--- src/rtl/multi_channel_tdc_timestamper.sv ---
// Multi-channel TDC front end: per-channel capture slots, round-robin arbiter, two-stage
// popcount encoder and a show-ahead output FIFO of {channel, coarse, fine} records.
module multi_channel_tdc_timestamper #(
  parameter int unsigned CHANNELS    = 4,
  parameter int unsigned STAGES      = 64,
  parameter int unsigned FINE_BITS   = 7,
  parameter int unsigned COARSE_BITS = 24,
  parameter int unsigned FIFO_DEPTH  = 16,
  parameter int unsigned CH_BITS     = 2
) (
  input  logic                           clock,
  input  logic                           reset,
  input  logic                           enable,
  input  logic [CHANNELS-1:0]            chan_mask,
  input  logic [CHANNELS-1:0]            hit_valid,
  input  logic [CHANNELS*STAGES-1:0]     thermo,
  output logic                           out_valid,
  input  logic                           out_ready,
  output logic [CH_BITS-1:0]             out_channel,
  output logic [COARSE_BITS-1:0]         out_coarse,
  output logic [FINE_BITS-1:0]           out_fine,
  output logic [$clog2(FIFO_DEPTH):0]    fifo_level,
  output logic [15:0]                    drop_count
);

  localparam int unsigned GroupW = STAGES / 4;
  localparam int unsigned PartW  = $clog2(GroupW + 1);
  localparam int unsigned PtrW   = $clog2(FIFO_DEPTH);
  localparam int unsigned LvlW   = PtrW + 1;

  function automatic logic [PartW-1:0] popcnt(input logic [GroupW-1:0] v);
    logic [PartW-1:0] c;
    c = '0;
    for (int unsigned b = 0; b < GroupW; b++) c = c + PartW'(v[b]);
    return c;
  endfunction

  logic [COARSE_BITS-1:0] coarse_q, coarse_d;
  logic [CHANNELS-1:0]    pend_q;
  logic [COARSE_BITS-1:0] slot_coarse_q [CHANNELS];
  logic [STAGES-1:0]      slot_thermo_q [CHANNELS];
  logic [CH_BITS-1:0]     ptr_q;
  logic [15:0]            drop_q, drop_d;

  logic                   s1_vld_q;
  logic [CH_BITS-1:0]     s1_ch_q;
  logic [COARSE_BITS-1:0] s1_coarse_q;
  logic [PartW-1:0]       s1_part_q [4];
  logic                   s2_vld_q;
  logic [CH_BITS-1:0]     s2_ch_q;
  logic [COARSE_BITS-1:0] s2_coarse_q;
  logic [FINE_BITS-1:0]   s2_fine_q;
  logic [FINE_BITS-1:0]   fine_sum;

  logic [CH_BITS-1:0]     mem_ch     [FIFO_DEPTH];
  logic [COARSE_BITS-1:0] mem_coarse [FIFO_DEPTH];
  logic [FINE_BITS-1:0]   mem_fine   [FIFO_DEPTH];
  logic [PtrW-1:0]        wr_ptr_q, rd_ptr_q;
  logic [LvlW-1:0]        level_q, level_d;

  logic                   credit_ok;
  logic                   gnt_valid;
  logic [CH_BITS-1:0]     gnt_idx;
  logic [CH_BITS-1:0]     cand;
  logic [CHANNELS-1:0]    gnt_oh;
  logic [CHANNELS-1:0]    hit_ok;
  logic                   push, pop;

  // Records already granted but not yet in the FIFO still need a free entry.
  assign credit_ok = (32'(level_q) + 32'(s1_vld_q) + 32'(s2_vld_q)) < FIFO_DEPTH;
  assign hit_ok    = hit_valid & chan_mask & {CHANNELS{enable}};

  always_comb begin
    gnt_valid = 1'b0;
    gnt_idx   = '0;
    cand      = '0;
    for (int unsigned n = 0; n < CHANNELS; n++) begin
      cand = CH_BITS'((32'(ptr_q) + n) % CHANNELS);
      if (!gnt_valid && pend_q[cand]) begin
        gnt_valid = 1'b1;
        gnt_idx   = cand;
      end
    end
    if (!credit_ok) gnt_valid = 1'b0;
    for (int unsigned i = 0; i < CHANNELS; i++) begin
      gnt_oh[i] = gnt_valid && (32'(gnt_idx) == i);
    end
  end

  always_comb begin
    int unsigned ndrop;
    ndrop = 0;
    for (int unsigned i = 0; i < CHANNELS; i++) begin
      if (hit_ok[i] && pend_q[i] && !gnt_oh[i]) ndrop = ndrop + 1;
    end
    drop_d   = ((32'(drop_q) + ndrop) > 32'hFFFF) ? 16'hFFFF : 16'(32'(drop_q) + ndrop);
    coarse_d = enable ? coarse_q + 1'b1 : '0;
  end

  always_comb begin
    fine_sum = '0;
    for (int unsigned g = 0; g < 4; g++) fine_sum = fine_sum + FINE_BITS'(s1_part_q[g]);
  end

  assign push = s2_vld_q;
  assign pop  = out_valid && out_ready;

  always_comb begin
    level_d = level_q;
    if (push && !pop)      level_d = level_q + 1'b1;
    else if (!push && pop) level_d = level_q - 1'b1;
  end

  always_ff @(posedge clock) begin
    if (!reset) begin
      coarse_q    <= '0;
      pend_q      <= '0;
      ptr_q       <= '0;
      drop_q      <= '0;
      s1_vld_q    <= 1'b0;
      s1_ch_q     <= '0;
      s1_coarse_q <= '0;
      s2_vld_q    <= 1'b0;
      s2_ch_q     <= '0;
      s2_coarse_q <= '0;
      s2_fine_q   <= '0;
      wr_ptr_q    <= '0;
      rd_ptr_q    <= '0;
      level_q     <= '0;
      for (int unsigned i = 0; i < CHANNELS; i++) begin
        slot_coarse_q[i] <= '0;
        slot_thermo_q[i] <= '0;
      end
      for (int unsigned g = 0; g < 4; g++) s1_part_q[g] <= '0;
    end else begin
      coarse_q <= coarse_d;
      drop_q   <= drop_d;
      // A granted slot may be reloaded in the same cycle; the new hit wins.
      for (int unsigned i = 0; i < CHANNELS; i++) begin
        if (hit_ok[i] && (!pend_q[i] || gnt_oh[i])) begin
          pend_q[i]        <= 1'b1;
          slot_coarse_q[i] <= coarse_q;
          slot_thermo_q[i] <= thermo[i*STAGES +: STAGES];
        end else if (gnt_oh[i]) begin
          pend_q[i] <= 1'b0;
        end
      end
      s1_vld_q <= gnt_valid;
      if (gnt_valid) begin
        ptr_q       <= (32'(gnt_idx) + 1 == CHANNELS) ? '0 : gnt_idx + 1'b1;
        s1_ch_q     <= gnt_idx;
        s1_coarse_q <= slot_coarse_q[gnt_idx];
        for (int unsigned g = 0; g < 4; g++) begin
          s1_part_q[g] <= popcnt(slot_thermo_q[gnt_idx][g*GroupW +: GroupW]);
        end
      end
      s2_vld_q <= s1_vld_q;
      if (s1_vld_q) begin
        s2_ch_q     <= s1_ch_q;
        s2_coarse_q <= s1_coarse_q;
        s2_fine_q   <= fine_sum;
      end
      if (push) wr_ptr_q <= wr_ptr_q + 1'b1;
      if (pop)  rd_ptr_q <= rd_ptr_q + 1'b1;
      level_q <= level_d;
    end
  end

  // Storage needs no reset: occupancy and pointers define what is valid.
  always_ff @(posedge clock) begin
    if (reset && push) begin
      mem_ch[wr_ptr_q]     <= s2_ch_q;
      mem_coarse[wr_ptr_q] <= s2_coarse_q;
      mem_fine[wr_ptr_q]   <= s2_fine_q;
    end
  end

  assign out_valid   = (level_q != '0);
  assign out_channel = out_valid ? mem_ch[rd_ptr_q]     : '0;
  assign out_coarse  = out_valid ? mem_coarse[rd_ptr_q] : '0;
  assign out_fine    = out_valid ? mem_fine[rd_ptr_q]   : '0;
  assign fifo_level  = level_q;
  assign drop_count  = drop_q;

endmodule

--- config.mk ---
export PLATFORM = sky130hd
export DESIGN_NAME = multi_channel_tdc_timestamper
export DESIGN_NICKNAME = d
export VERILOG_FILES = /design/src/rtl/multi_channel_tdc_timestamper.sv
export SDC_FILE = /design/constraint.sdc
export NUM_CORES = 1
export LEC_CHECK = 0
export ABC_AREA = 0
export BUFFER_PORTS_ARGS = -buffer_cell sky130_fd_sc_hd__buf_4
export CORE_UTILIZATION = 25
export CTS_CLUSTER_DIAMETER = 120
export DETAILED_ROUTE_END_ITERATION = 7
export MAX_ROUTING_LAYER = met4
export PLACE_DENSITY_LB_ADDON = 0.3
export SLEW_MARGIN = 20
export SYNTH_ARGS = -nofsm -noshare
export SYNTH_HDL_FRONTEND = slang
export SYNTH_SLANG_ARGS = --single-unit
--- constraint.sdc ---
create_clock -name clock -period 10.1 [get_ports clock]
set_clock_uncertainty 0.1 [all_clocks]
set_input_delay 1.01 -clock clock [delete_from_list [all_inputs] [get_ports clock]]
set_output_delay 1.01 -clock clock [all_outputs]
set_load 0.05 [all_outputs]
# Word-level counts from Yosys, hierarchy flattened
# Memories as Yosys holds them, arrays and structs flattened. A register that Yosys moved wholly into a read port is not among the register bits.
# Index checks and enable logic that the tools add are counted.
[word_totals]
reg_bits = 96
ramBits = 900
input_bits = 268
out_inout_bits = 55
wordCells = 246
memories = 6
[mem_list]
columns = ["name", "depth", "width", "read_ports", "rd_ports_with_merged_regs", "wr", "line", "rtl"]
rows = [
  ["mem_coarse", 16, 24, 1, 1, 1, "56", "logic [COARSE_BITS-1:0] mem_coarse [FIFO_DEPTH];"],
  ["slot_thermo_q", 4, 64, 1, 0, 4, "41", "logic [STAGES-1:0] slot_thermo_q [CHANNELS];"],
  ["mem_fine", 16, 7, 1, 1, 1, "57", "logic [FINE_BITS-1:0] mem_fine [FIFO_DEPTH];"],
  ["slot_coarse_q", 4, 24, 1, 1, 4, "40", "logic [COARSE_BITS-1:0] slot_coarse_q [CHANNELS];"],
  ["mem_ch", 16, 2, 1, 1, 1, "55", "logic [CH_BITS-1:0] mem_ch [FIFO_DEPTH];"],
  ["s1_part_q", 4, 5, 4, 0, 4, "48", "logic [PartW-1:0] s1_part_q [4];"],
]
[op_classes]
addsub = 79
order_cmp = 6
n_eq_ne = 4
mux = 72
bitwise_logic = 14
n_reduce_logical = 49
[op_table]
columns = ["cell", "n"]
rows = [
  ["$mux 64", 4],
  ["$add 5x1->5", 44],
  ["$mux 24", 5],
  ["$add 32x1->32 const B", 3],
  ["$mux 32", 3],
  ["$mux 1", 36],
  ["$add 16x32->32", 1],
  ["$gt 32x16->1 const B", 1],
  ["$mux 5", 6],
  ["$add 24x1->24 const B", 1],
  ["$mux 4", 6],
  ["$logic_and 1x1->1", 23],
  ["$add 4x1->5", 4],
  ["$add 3x1->4", 4],
  ["$mux 16", 1],
  ["$logic_not 1->1", 14],
  ["$add 2x1->3", 4],
  ["$lt 2x3->1 const B", 4],
  ["$mux 2", 6],
  ["$or 1x1->1", 12],
  ["$reduce_bool 2->1", 5],
  ["$add 1x1->2", 4],
  ["$add 4x1->4 const B", 2],
  ["$and 4x4->4", 2],
  ["other kinds (20)", 29],
]

# Logic depth before layout (Yosys ltp)
# Gate-level depths: netlist (run 1).
# An unclocked memory read counts as a cell.
[logic_depth]
ltp_word = 29
depth_mapped = 23
mapped_depth_nobuf = 18

# Worst setup path before layout (run 1)
# OpenSTA, ideal clock, no wires.
[synth_path]
kind = "register to register"
from = "reg pend_q[0]"
to = "mem s1_part_q[1][3] in the netlist's numbering (data pin)"
setup_time_ns = 0.266
arrival_time_ns = 4.740
required_time_ns = 9.734
path_slack_ns = 4.994
path_stages_with_launch = 20
n_path_buf = 2
synth_period_minus_slack_ns = 5.106
cell_sequence = "dfxtp_1 > a21oi_1 > nor3b_1 > or3_1 > inv_2 > buf_2 > buf_4 > mux2_2 > fa_1 > inv_1 > fa_1 > fa_1 > inv_1 > fa_1 > inv_1 > ha_1 > a21o_1 > a21oi_1 > xor2_1 > nor2_1"
[synth_lines]
columns = ["item", "line", "rtl"]
rows = [
  ["start, declared", "39", "logic [CHANNELS-1:0] pend_q;"],
  ["start signal, assigned", "117", "pend_q <= '0;"],
  ["start signal, assigned by index", "141", "pend_q[i] <= 1'b1;"],
  ["start signal, assigned by index", "145", "pend_q[i] <= 1'b0;"],
  ["end, declared", "48", ""],
]

==> results of run 1 <==
[cell usage after synthesis, types with 7 or more instances]
cell,instances
a21o_1,10
o221ai_1,26
buf_1,18
and2_1,246
clkbuf_1,72
buf_6,9
edfxtp_1,900
ha_1,49
nand2b_1,7
dfxtp_1,124
xor2_1,24
o21ai_0,13
nor3_1,7
inv_1,71
nand2_1,76
a21oi_1,45
nand4_1,10
and3_1,78
mux2_2,29
mux4_2,165
fa_1,52
mux2i_1,246
buf_2,40
nor2_1,178
xnor2_1,24
nand3_1,22
or3_1,8
[state kept, by name, indices dropped and copies added, names as in the netlist, 20 cells and up, named ones only]
register	flops
slot_coarse_q	96
coarse_q	24
s1_coarse_q	24
mem_coarse	384
s2_coarse_q	24
mem_ch	32
mem_fine	112
slot_thermo_q	256
s1_part_q	20
[how the worst max path moves through the flow]
stage	from	endpoint	slack, ns	cells after the start
2_1_floorplan	pend_q[0]	s1_part_q[1][3]	4.99	19
3_3_place_gp	pend_q[3]	s1_part_q[3][4]	4.01	14
3_5_place_dp	pend_q[3]	s1_part_q[3][4]	3.91	14
4_1_cts	pend_q[3]	s1_part_q[3][4]	3.92	14
5_1_grt	pend_q[3]	s1_part_q[1][3]	3.65	17
6_report	pend_q[3]	s1_part_q[1][3]	4.02	17
[per-stage QoR]
step	hold slack, ns	total power, W	util	cell area (µm²)	std cells
6_report	0.367	0.0121	0.303	52000	5359
5_1_grt	0.377	0.0128	0.303	52000	5355
4_1_cts	0.366	0.0123	0.302	52000	5350
3_5_place_dp	0.353	0.00831	0.281	48400	5145
3_3_place_gp	0.349	0.00828	0.281	48400	5145
2_1_floorplan	0.332	0.00729	-	43300	2611
[power breakdown]
| group | total [W] | internal (W) | switching, W | leakage [nW] |
|---|---|---|---|---|
| clock network | 0.00400 | 0.00230 | 0.00171 | 1.73 |
| registers | 0.00502 | 0.00481 | 0.000206 | 9.80 |
| logic | 0.00311 | 0.00133 | 0.00177 | 7.52 |
[placed cells by master, fill, tap and decap left out, types with 5 or more instances in the layout]
master	netlist	final
edfxtp_1	900	900
buf_4	2	364
mux2i_1	246	246
and2_1	246	245
nor2_1	178	177
mux4_2	165	165
dfxtp_1	124	119
clkbuf_16	0	109
and3_1	78	78
nand2_1	76	72
inv_1	71	71
fa_1	52	52
ha_1	49	49
a21oi_1	45	45
clkbuf_1	72	41
mux2_2	29	29
o221ai_1	26	25
xnor2_1	24	24
xor2_1	24	24
nand3_1	22	22
clkinv_2	0	15
o21ai_0	13	13
clkinv_1	0	11
nand4_1	10	10
a21o_1	10	10
bufinv_16	0	9
diode_2	0	8
or3_1	8	8
nor3_1	7	7
clkbuf_8	0	7
nor3b_1	6	6
nor2b_1	6	6
and4_1	6	6
clkinv_16	0	6
nand2b_1	7	5
nor4_1	5	5
[routing by layer]
metal | global-route usage | vias up | wire [µm]
met4 | 0.0275 | 0 | 2010
met1 | 0.172 | 11820 | 50900
met3 | 0.0223 | 141 | 4660
li1 | - | 10546 | -
met5 | - | - | 0
met2 | 0.217 | 551 | 55800
[layout make-up]
| cell class | count | area, µm² |
|---|---|---|
| fill | 17122 | 120000 |
| sequential | 1024 | 29500 |
| multi-input combinational | 1372 | 13000 |
| clock buffer | 157 | 2980 |
| tap | 2310 | 2890 |
| timing repair buffer | 366 | 2780 |
| clock inverter | 48 | 624 |
| inverter | 74 | 280 |
| antenna | 8 | 20.0 |
[critical path, cell delays in order, from the launching register on]
cell and delay [ns]:
dfxtp_1 0.52, nor3b_1 0.09, or3_1 0.50, inv_4 0.41, buf_4 0.63, mux2_2 0.43, fa_1 0.54, inv_1 0.07
fa_1 0.44, fa_1 0.51, inv_1 0.05, fa_1 0.59, inv_1 0.07, ha_1 0.29, a21o_1 0.18, a21oi_1 0.16
xor2_1 0.16, nor2_1 0.05
[kinds of logic (layout without fill, tap and decap cells)]
family	after synthesis	after routing	share of synthesized area
and+or+nand+nor	666	666	0.0813
xor gates and xnor gates	48	48	0.00971
buffers and inverters	215	645	0.0215
AOI/OAI and AO/OA	116	116	0.0178
DFF	1024	1024	0.681
muxes	440	440	0.150
adders and majority gates	101	101	0.0382
other	1	9	0.0000866
==> impl_metrics.tcl, run 1 <==
set metrics [dict create \
    slew_violations 0 \
    p_per_area_nw_per_um2 233 \
    fin_crit_ns 6.08 \
    numPortBuffers 322 \
    r2r_setup_slack_ns 4.02 \
    drive_gt1_frac 0.243 \
    synth.distinct_cells 55 \
    die_x_um 418 \
    nets 3316 \
    synth_warnings 0 \
    synth_async_sr_flop_share 0 \
    drv_cap 0 \
    start_util 0.252 \
    antenna_found_initial 11 \
    cts_setup_buffers 0 \
    syn_area_per_cell_um2 16.6 \
    seq_area_frac_synth 0.681 \
    drt_iter0_drc 1525 \
    cts_buffer_depth 3 \
    synth_top_area_cell "edfxtp_1" \
    dieArea_um2 175000 \
    cts_max_level 3 \
    crit_arrival_ns 6.45 \
    crit_fanout 41 \
    fin_crit_sh 0.602 \
    regToRegEndpoint "s1_part_q[1][3]" \
    grt_first_pass_wirelength_um 166000 \
    dp_hpwl_um 67500 \
    setup_tns_ns 0 \
    status "completed" \
    routed_wl_um 113000 \
    drtPass1Iterations 5 \
    fmax_ghz 0.164 \
    finalHoldViolCount 0 \
    hold_end "s1_ch_q[1]" \
    leakagePower_nw 19.0 \
    synth_nets 2980 \
    numCtsBuffers 109 \
    ys.flop_type "edfxtp_1" \
    critPathLaunchType "flop" \
    reg2regPathDepth 17 \
    gp_congestion 0.730 \
    vias 23058 \
    min_path_type "reg -> reg" \
    slew_headroom 0.219 \
    wl_per_cell_um 21.2 \
    worst_slack_ns 4.02 \
    synth-edff-count 900 \
    antenna_left 0 \
    hp-start "s1_ch_q[1]" \
    drcViolationCount 0 \
    vdd_drop_max_v 0.000145 \
    rsz0062_at_grt "false" \
    worst_r2r_startpoint "pend_q[3]" \
    netlist_top_cells_area "edfxtp_1 62%, mux4_2 8.6%, dfxtp_1 5.7%" \
    cts_tree "yes" \
    clkSinkCount 1024 \
    grt_pass1_vias 24271 \
    grt_max_degree 124 \
    root_buffer "clkbuf_16" \
    die_h_um 418 \
    core_region_area_um2 172000 \
    min_path_cells 2 \
    grt_usage 0.133 \
    syn2layout_area_growth_pct 20.2 \
    path_clk_slew_ns 0.06 \
    viasPerCell 4.30 \
    overflow 0 \
    syn_inst 2611 \
    post-synth-top-area-fraction 0.624 \
    clock_latency_ns 0.74 \
    worstSetupPathType "reg -> reg" \
    setup_viol 0 \
    netlist_area_um2 43300 \
    ioPinCount 323 \
    worst_pin_slew_ns 1.17 \
    cts_hold_buf 0 \
    worstPathRequired_ns 10.47 \
    post-place-ws_ns 3.91 \
    ctsResizeCount 0 \
    rows 152 \
    synth_seq_cells 1024 \
    crit_path_end_kind "flop" \
]
(Power assumes the default switching activity.)
==> run 2, diff against run 1 <==
Clock period 10.1 ns to 6 ns, I/O delays scaled along.
==> run 2 against run 1 <==
Effect of this change: utilization increased by 0.24 points; setup slack got worse by 3.7 ns; via count increased by 0.56%; critical path type unchanged.
==> impl_metrics.tcl, run 2 (synthesis results as in run 1) <==
set metrics [dict create \
    status "completed" \
    cts_setup_buffers 0 \
    cts_buffer_depth 3 \
    numPlacedInstances 5157 \
    gp_congestion 0.730 \
    finalPower_w 0.0205 \
    drv_cap 0 \
    rsz0062_at_grt "false" \
    cts_hold_buf 25 \
    viasPerCell 4.31 \
    critPathLaunchType "flop" \
    die_h_um 418 \
    leakagePower_nw 19.3 \
    nFillCells 17052 \
    grt_first_pass_wirelength_um 165000 \
    grt_max_degree 78 \
    fmax_ghz 0.177 \
    cts_max_level 3 \
    slew_headroom 0.364 \
    largest_reg_flops 384 \
    top_register "mem_coarse" \
    ctsResizeCount 0 \
    slew_violations 0 \
    ioPinCount 323 \
    setup_viol 0 \
    antenna_found_initial 5 \
    clock_latency_ns 0.73 \
    setup_tns_ns 0 \
    dp_hpwl_um 69500 \
    cts_tree "yes" \
    numCtsBuffers 108 \
    vias 23188 \
    syn2layout_area_growth_pct 21.1 \
    fin_crit_ns 5.64 \
    grt_pass1_vias 24366 \
    worstSetupPathType "reg -> reg" \
    crit_fanout 77 \
    root_buffer "clkbuf_16" \
    die_x_um 418 \
    crit_path_end_kind "flop" \
    wl_per_cell_um 21.2 \
    antenna_left 0 \
    numPortBuffers 322 \
    drtPass1Iterations 5 \
    fin_crit_sh 0.940 \
    drcViolationCount 0 \
    p_per_area_nw_per_um2 391 \
    stdcell_count 5382 \
    dieArea_um2 175000 \
    path_clk_slew_ns 0.06 \
    post-place-ws_ns 0.349 \
    largestRegisters "mem_coarse (384), slot_thermo_q (256), mem_fine (112)" \
    holdWs_ns 0.0591 \
    grt_usage 0.132 \
    finalHoldViolCount 0 \
    clkSinkCount 1024 \
    drive_gt1_frac 0.249 \
    rows 152 \
    worstPathRequired_ns 6.37 \
    routed_wl_um 114000 \
    worst_pin_slew_ns 0.954 \
    overflow 0 \
    worst_slack_ns 0.362 \
    core_region_area_um2 172000 \
    crit_arrival_ns 6.00 \
    final_cell_mix "900 x edfxtp_1, 368 x buf_4, 246 x mux2i_1" \
    min_path_type "in -> reg" \
    start_util 0.252 \
    nets 3351 \
    final_common_cell "edfxtp_1" \
    vdd_drop_max_v 0.000250 \
    drt_iter0_drc 1576 \
]
## run 2: cell types whose count changed in the layout (fill, tap and decap cells not counted), moves of 2 or more
cell           previous run  this run
buf_4                   364       368
clkinv_2                 15        22
buf_12                    1         9
clkinv_1                 11        16
clkinv_16                 6         4
diode_2                   8         2
clkbuf_1                 41        18
dlygate4sd3_1             0        25
clkbuf_8                  7        11
## run 2: metal layers
metal	global-route usage	up-vias	wire length [µm]
li1	-	10611	-
met1	0.171	11881	50900
met4	0.0267	0	1800
met2	0.219	551	56500
met3	0.0211	145	4800
met5	-	-	0
## run 2: through the flow
step / utilization / cell area (µm²)
2_1_floorplan: - / 43300
3_3_place_gp: 0.283 / 48600
3_5_place_dp: 0.283 / 48600
4_1_cts: 0.305 / 52400
5_1_grt: 0.305 / 52400
6_report: 0.305 / 52500
## run 2: power by group
| group | total (W) | internal, W | switching [W] |
|---|---|---|---|
| sequential | 0.00842 | 0.00809 | 0.000327 |
| clock | 0.00678 | 0.00389 | 0.00289 |
| combinational | 0.00533 | 0.00229 | 0.00304 |
| total | 0.0205 | 0.0143 | 0.00625 |
## run 2: worst paths after layout
check,start,endpoint,slack (ns),depth (start not counted)
max,ptr_q[0],s1_part_q[2][2],0.36,17
min,thermo[15],slot_thermo_q[0][15],0.06,2
max reg2reg,ptr_q[0],s1_part_q[2][2],0.36,17
min reg2reg,s1_coarse_q[7],s1_coarse_q[7],0.36,2
## run 2: area by class of cell
class | count | area (µm²) | share of cell area
multi-input combinational | 1372 | 13000 | 0.247
clock buffer | 137 | 2920 | 0.0557
timing repair buffer | 402 | 3190 | 0.0609
antenna | 2 | 5.00 | 0.0000954
sequential | 1024 | 29500 | 0.563
tap | 2310 | 2890 | 0.0551
inverter | 74 | 280 | 0.00534
clock inverter | 61 | 684 | 0.0130
## run 2: worst max-delay path, stage by stage, from the launching register on
cell      delay (ns)
dfxtp_1         0.34
nand2b_1        0.17
a21boi_0        0.18
o221ai_4        0.25
buf_12          0.37
buf_4           0.39
mux2i_1         0.23
mux2i_1         0.11
fa_1            0.55
fa_1            0.53
fa_1            0.55
inv_1           0.06
fa_1            0.53
inv_1           0.04
ha_1            0.21
fa_1            0.40
xnor2_1         0.17
nor2_1          0.05
==> run 3, diff against run 2 <==
Settings changed: ABC_AREA 0 to 1.
==> run 3 against run 2 <==
Effect of this change: the run now ends with DRC left; die area rose by 2.7%; flip-flop and latch count did not move; clock-buffer cell count rose by 6; wire length rose by 16%.
==> impl_metrics.tcl, run 3 <==
set metrics [dict create \
    drt_iter0_drc 2577 \
    violations "DRC" \
    ioPinCount 323 \
    worstPathRequired_ns 6.36 \
    netlist_top_cells_area "edfxtp_1 61%, nor2_1 7.0%, dfxtp_1 5.6%" \
    viasPerCell 4.52 \
    grtUsageMet2 0.242 \
    fin_crit_sh 0.925 \
    nets 4752 \
    drcViolationCount 2 \
    top_register "mem_coarse" \
    netlist_area_um2 44500 \
    drive_gt1_frac 0.138 \
    gp_congestion 0.893 \
    cts_tree "yes" \
    post-synth-top-area-fraction 0.607 \
    seq_area_frac_synth 0.663 \
    crit_path_end_kind "flop" \
    multi_input_area_um2 12300 \
    routed_wl_um 133000 \
    setup_viol 0 \
    grt_max_degree 163 \
    core_region_area_um2 176000 \
    drtPass1Iterations 8 \
    synth-edff-count 900 \
    synth_async_sr_flop_share 0 \
    die_x_um 424 \
    min_path_type "in -> reg" \
    crit_fanout 66 \
    overflow 0 \
    grt_use_met3 0.0171 \
    clock_latency_ns 0.74 \
    drv_cap 0 \
    final_common_cell "edfxtp_1" \
    start_util 0.252 \
    largest_reg_flops 384 \
    yosysMostFrequentCell "edfxtp_1" \
    synth.distinct_cells 43 \
    dieArea_um2 180000 \
    cts_setup_buffers 0 \
    status "complete, but fails checks" \
    gr-usage-met1 0.195 \
    wl_per_cell_um 19.4 \
    ys.flop_type "edfxtp_1" \
    grt_usage 0.148 \
    cts_max_level 3 \
    slew_headroom 0.262 \
    critPathLaunchType "flop" \
    antenna_found_initial 2 \
    synth_top_area_cell "edfxtp_1" \
    rsz0062_at_grt "false" \
    fin_crit_ns 5.55 \
    top_usage_layer "met2" \
    die_h_um 424 \
    numCtsBuffers 110 \
    regArea_um2 29500 \
    synth_seq_cells 1024 \
    syn_area_per_cell_um2 10.8 \
    synth_warnings 0 \
    finalHoldViolCount 0 \
    crit_arrival_ns 5.91 \
    vias 30839 \
    grt_first_pass_wirelength_um 197000 \
    final_cell_mix "900 x edfxtp_1, 811 x nor2_1, 463 x inv_1" \
    synth_top_cells_by_count "900 x edfxtp_1, 828 x nor2_1, 468 x inv_1" \
    cts_buffer_depth 3 \
    path_clk_slew_ns 0.06 \
    slew_violations 0 \
    setup_tns_ns 0 \
    syn_inst 4106 \
    rows 154 \
    fmax_ghz 0.180 \
    numPortBuffers 322 \
    worstSetupPathType "reg -> reg" \
    grt_pass1_vias 30300 \
    nFillCells 18257 \
    worst_pin_slew_ns 1.11 \
    root_buffer "clkbuf_16" \
    clkSinkCount 1024 \
    antenna_left 0 \
    syn2layout_area_growth_pct 20.4 \
    dp_hpwl_um 82900 \
    largestRegisters "mem_coarse (384), slot_thermo_q (256), mem_fine (112)" \
    synth_nets 4475 \
]
[run 3: layout make-up]
type                            instances  area share
Multi-Input combinational cell       2368       0.230
Antenna cell                            1   0.0000467
Inverter                              475      0.0335
Clock buffer                          143      0.0557
Tap cell                             2340      0.0546
Clock inverter                         63      0.0157
Sequential cell                      1024       0.551
Timing Repair Buffer                  404      0.0596
[run 3: what timing repair did]
action                     in CTS  in global routing
resized for setup               0                  1
setup endpoints to repair       0                 16
hold endpoints to repair       10                  0
hold buffers                   10                  0
[run 3: worst paths after layout]
check / start / to / slack (ns) / cells after the start
worst max-delay path: ptr_q[0] / s1_part_q[0][2] / 0.45 / 23
worst min-delay path: thermo[167] / slot_thermo_q[2][39] / 0.06 / 3
worst max register to register: ptr_q[0] / s1_part_q[0][2] / 0.45 / 23
worst min register to register: coarse_q[0] / coarse_q[0] / 0.35 / 1
[run 3: metal layers]
| metal | share of wire | up-vias |
|---|---|---|
| met5 | 0 | - |
| met4 | 0.021 | 0 |
| met3 | 0.047 | 175 |
| met2 | 0.48 | 946 |
| met1 | 0.45 | 15099 |
| li1 | - | 14619 |
[run 3: cell families after synthesis]
kind of cell / share of synthesized area
AND/OR/NAND/NOR: 0.145
XOR/XNOR: 0.00295
other: 0.0000842
flip-flops: 0.663
adder cells (fa/ha/maj): 0.0372
AO/OA/AOI/OAI: 0.0874
buffers and inverters: 0.0641
[run 3: stage by stage]
stage / cell area [µm²] / setup WS, ns / cells / utilization / hold slack [ns]
floorplan: 44500 / 0.939 / 4106 / - / 0.317
global placement: 49700 / 0.410 / 6600 / 0.281 / 0.331
detailed placement: 49700 / 0.287 / 6601 / 0.281 / 0.337
CTS: 53600 / 0.302 / 6817 / 0.304 / 0.0000172
global route: 53600 / 0.0759 / 6817 / 0.304 / 0.0383
finish: 53600 / 0.449 / 6818 / 0.304 / 0.0635
[run 3: critical path, cell delays in order (launching register included)]
cell and delay, ns:
dfxtp_2 0.45, inv_4 0.08, nand2_1 0.10, nand3_1 0.10
nand2_1 0.15, inv_1 0.09, nand3_2 0.11, nand3_4 0.19
inv_4 0.23, buf_12 0.29, nand2_1 0.09, nand3_1 0.08
nand2_1 0.08, fa_1 0.52, fa_1 0.56, inv_1 0.06
fa_1 0.47, inv_1 0.06, fa_1 0.53, inv_1 0.05
ha_1 0.22, fa_1 0.40, xnor2_1 0.17, nor2_1 0.06
Power of run 3 is not shown: default switching activity piles up to over one toggle a cycle in this logic, so the estimate is an artifact.
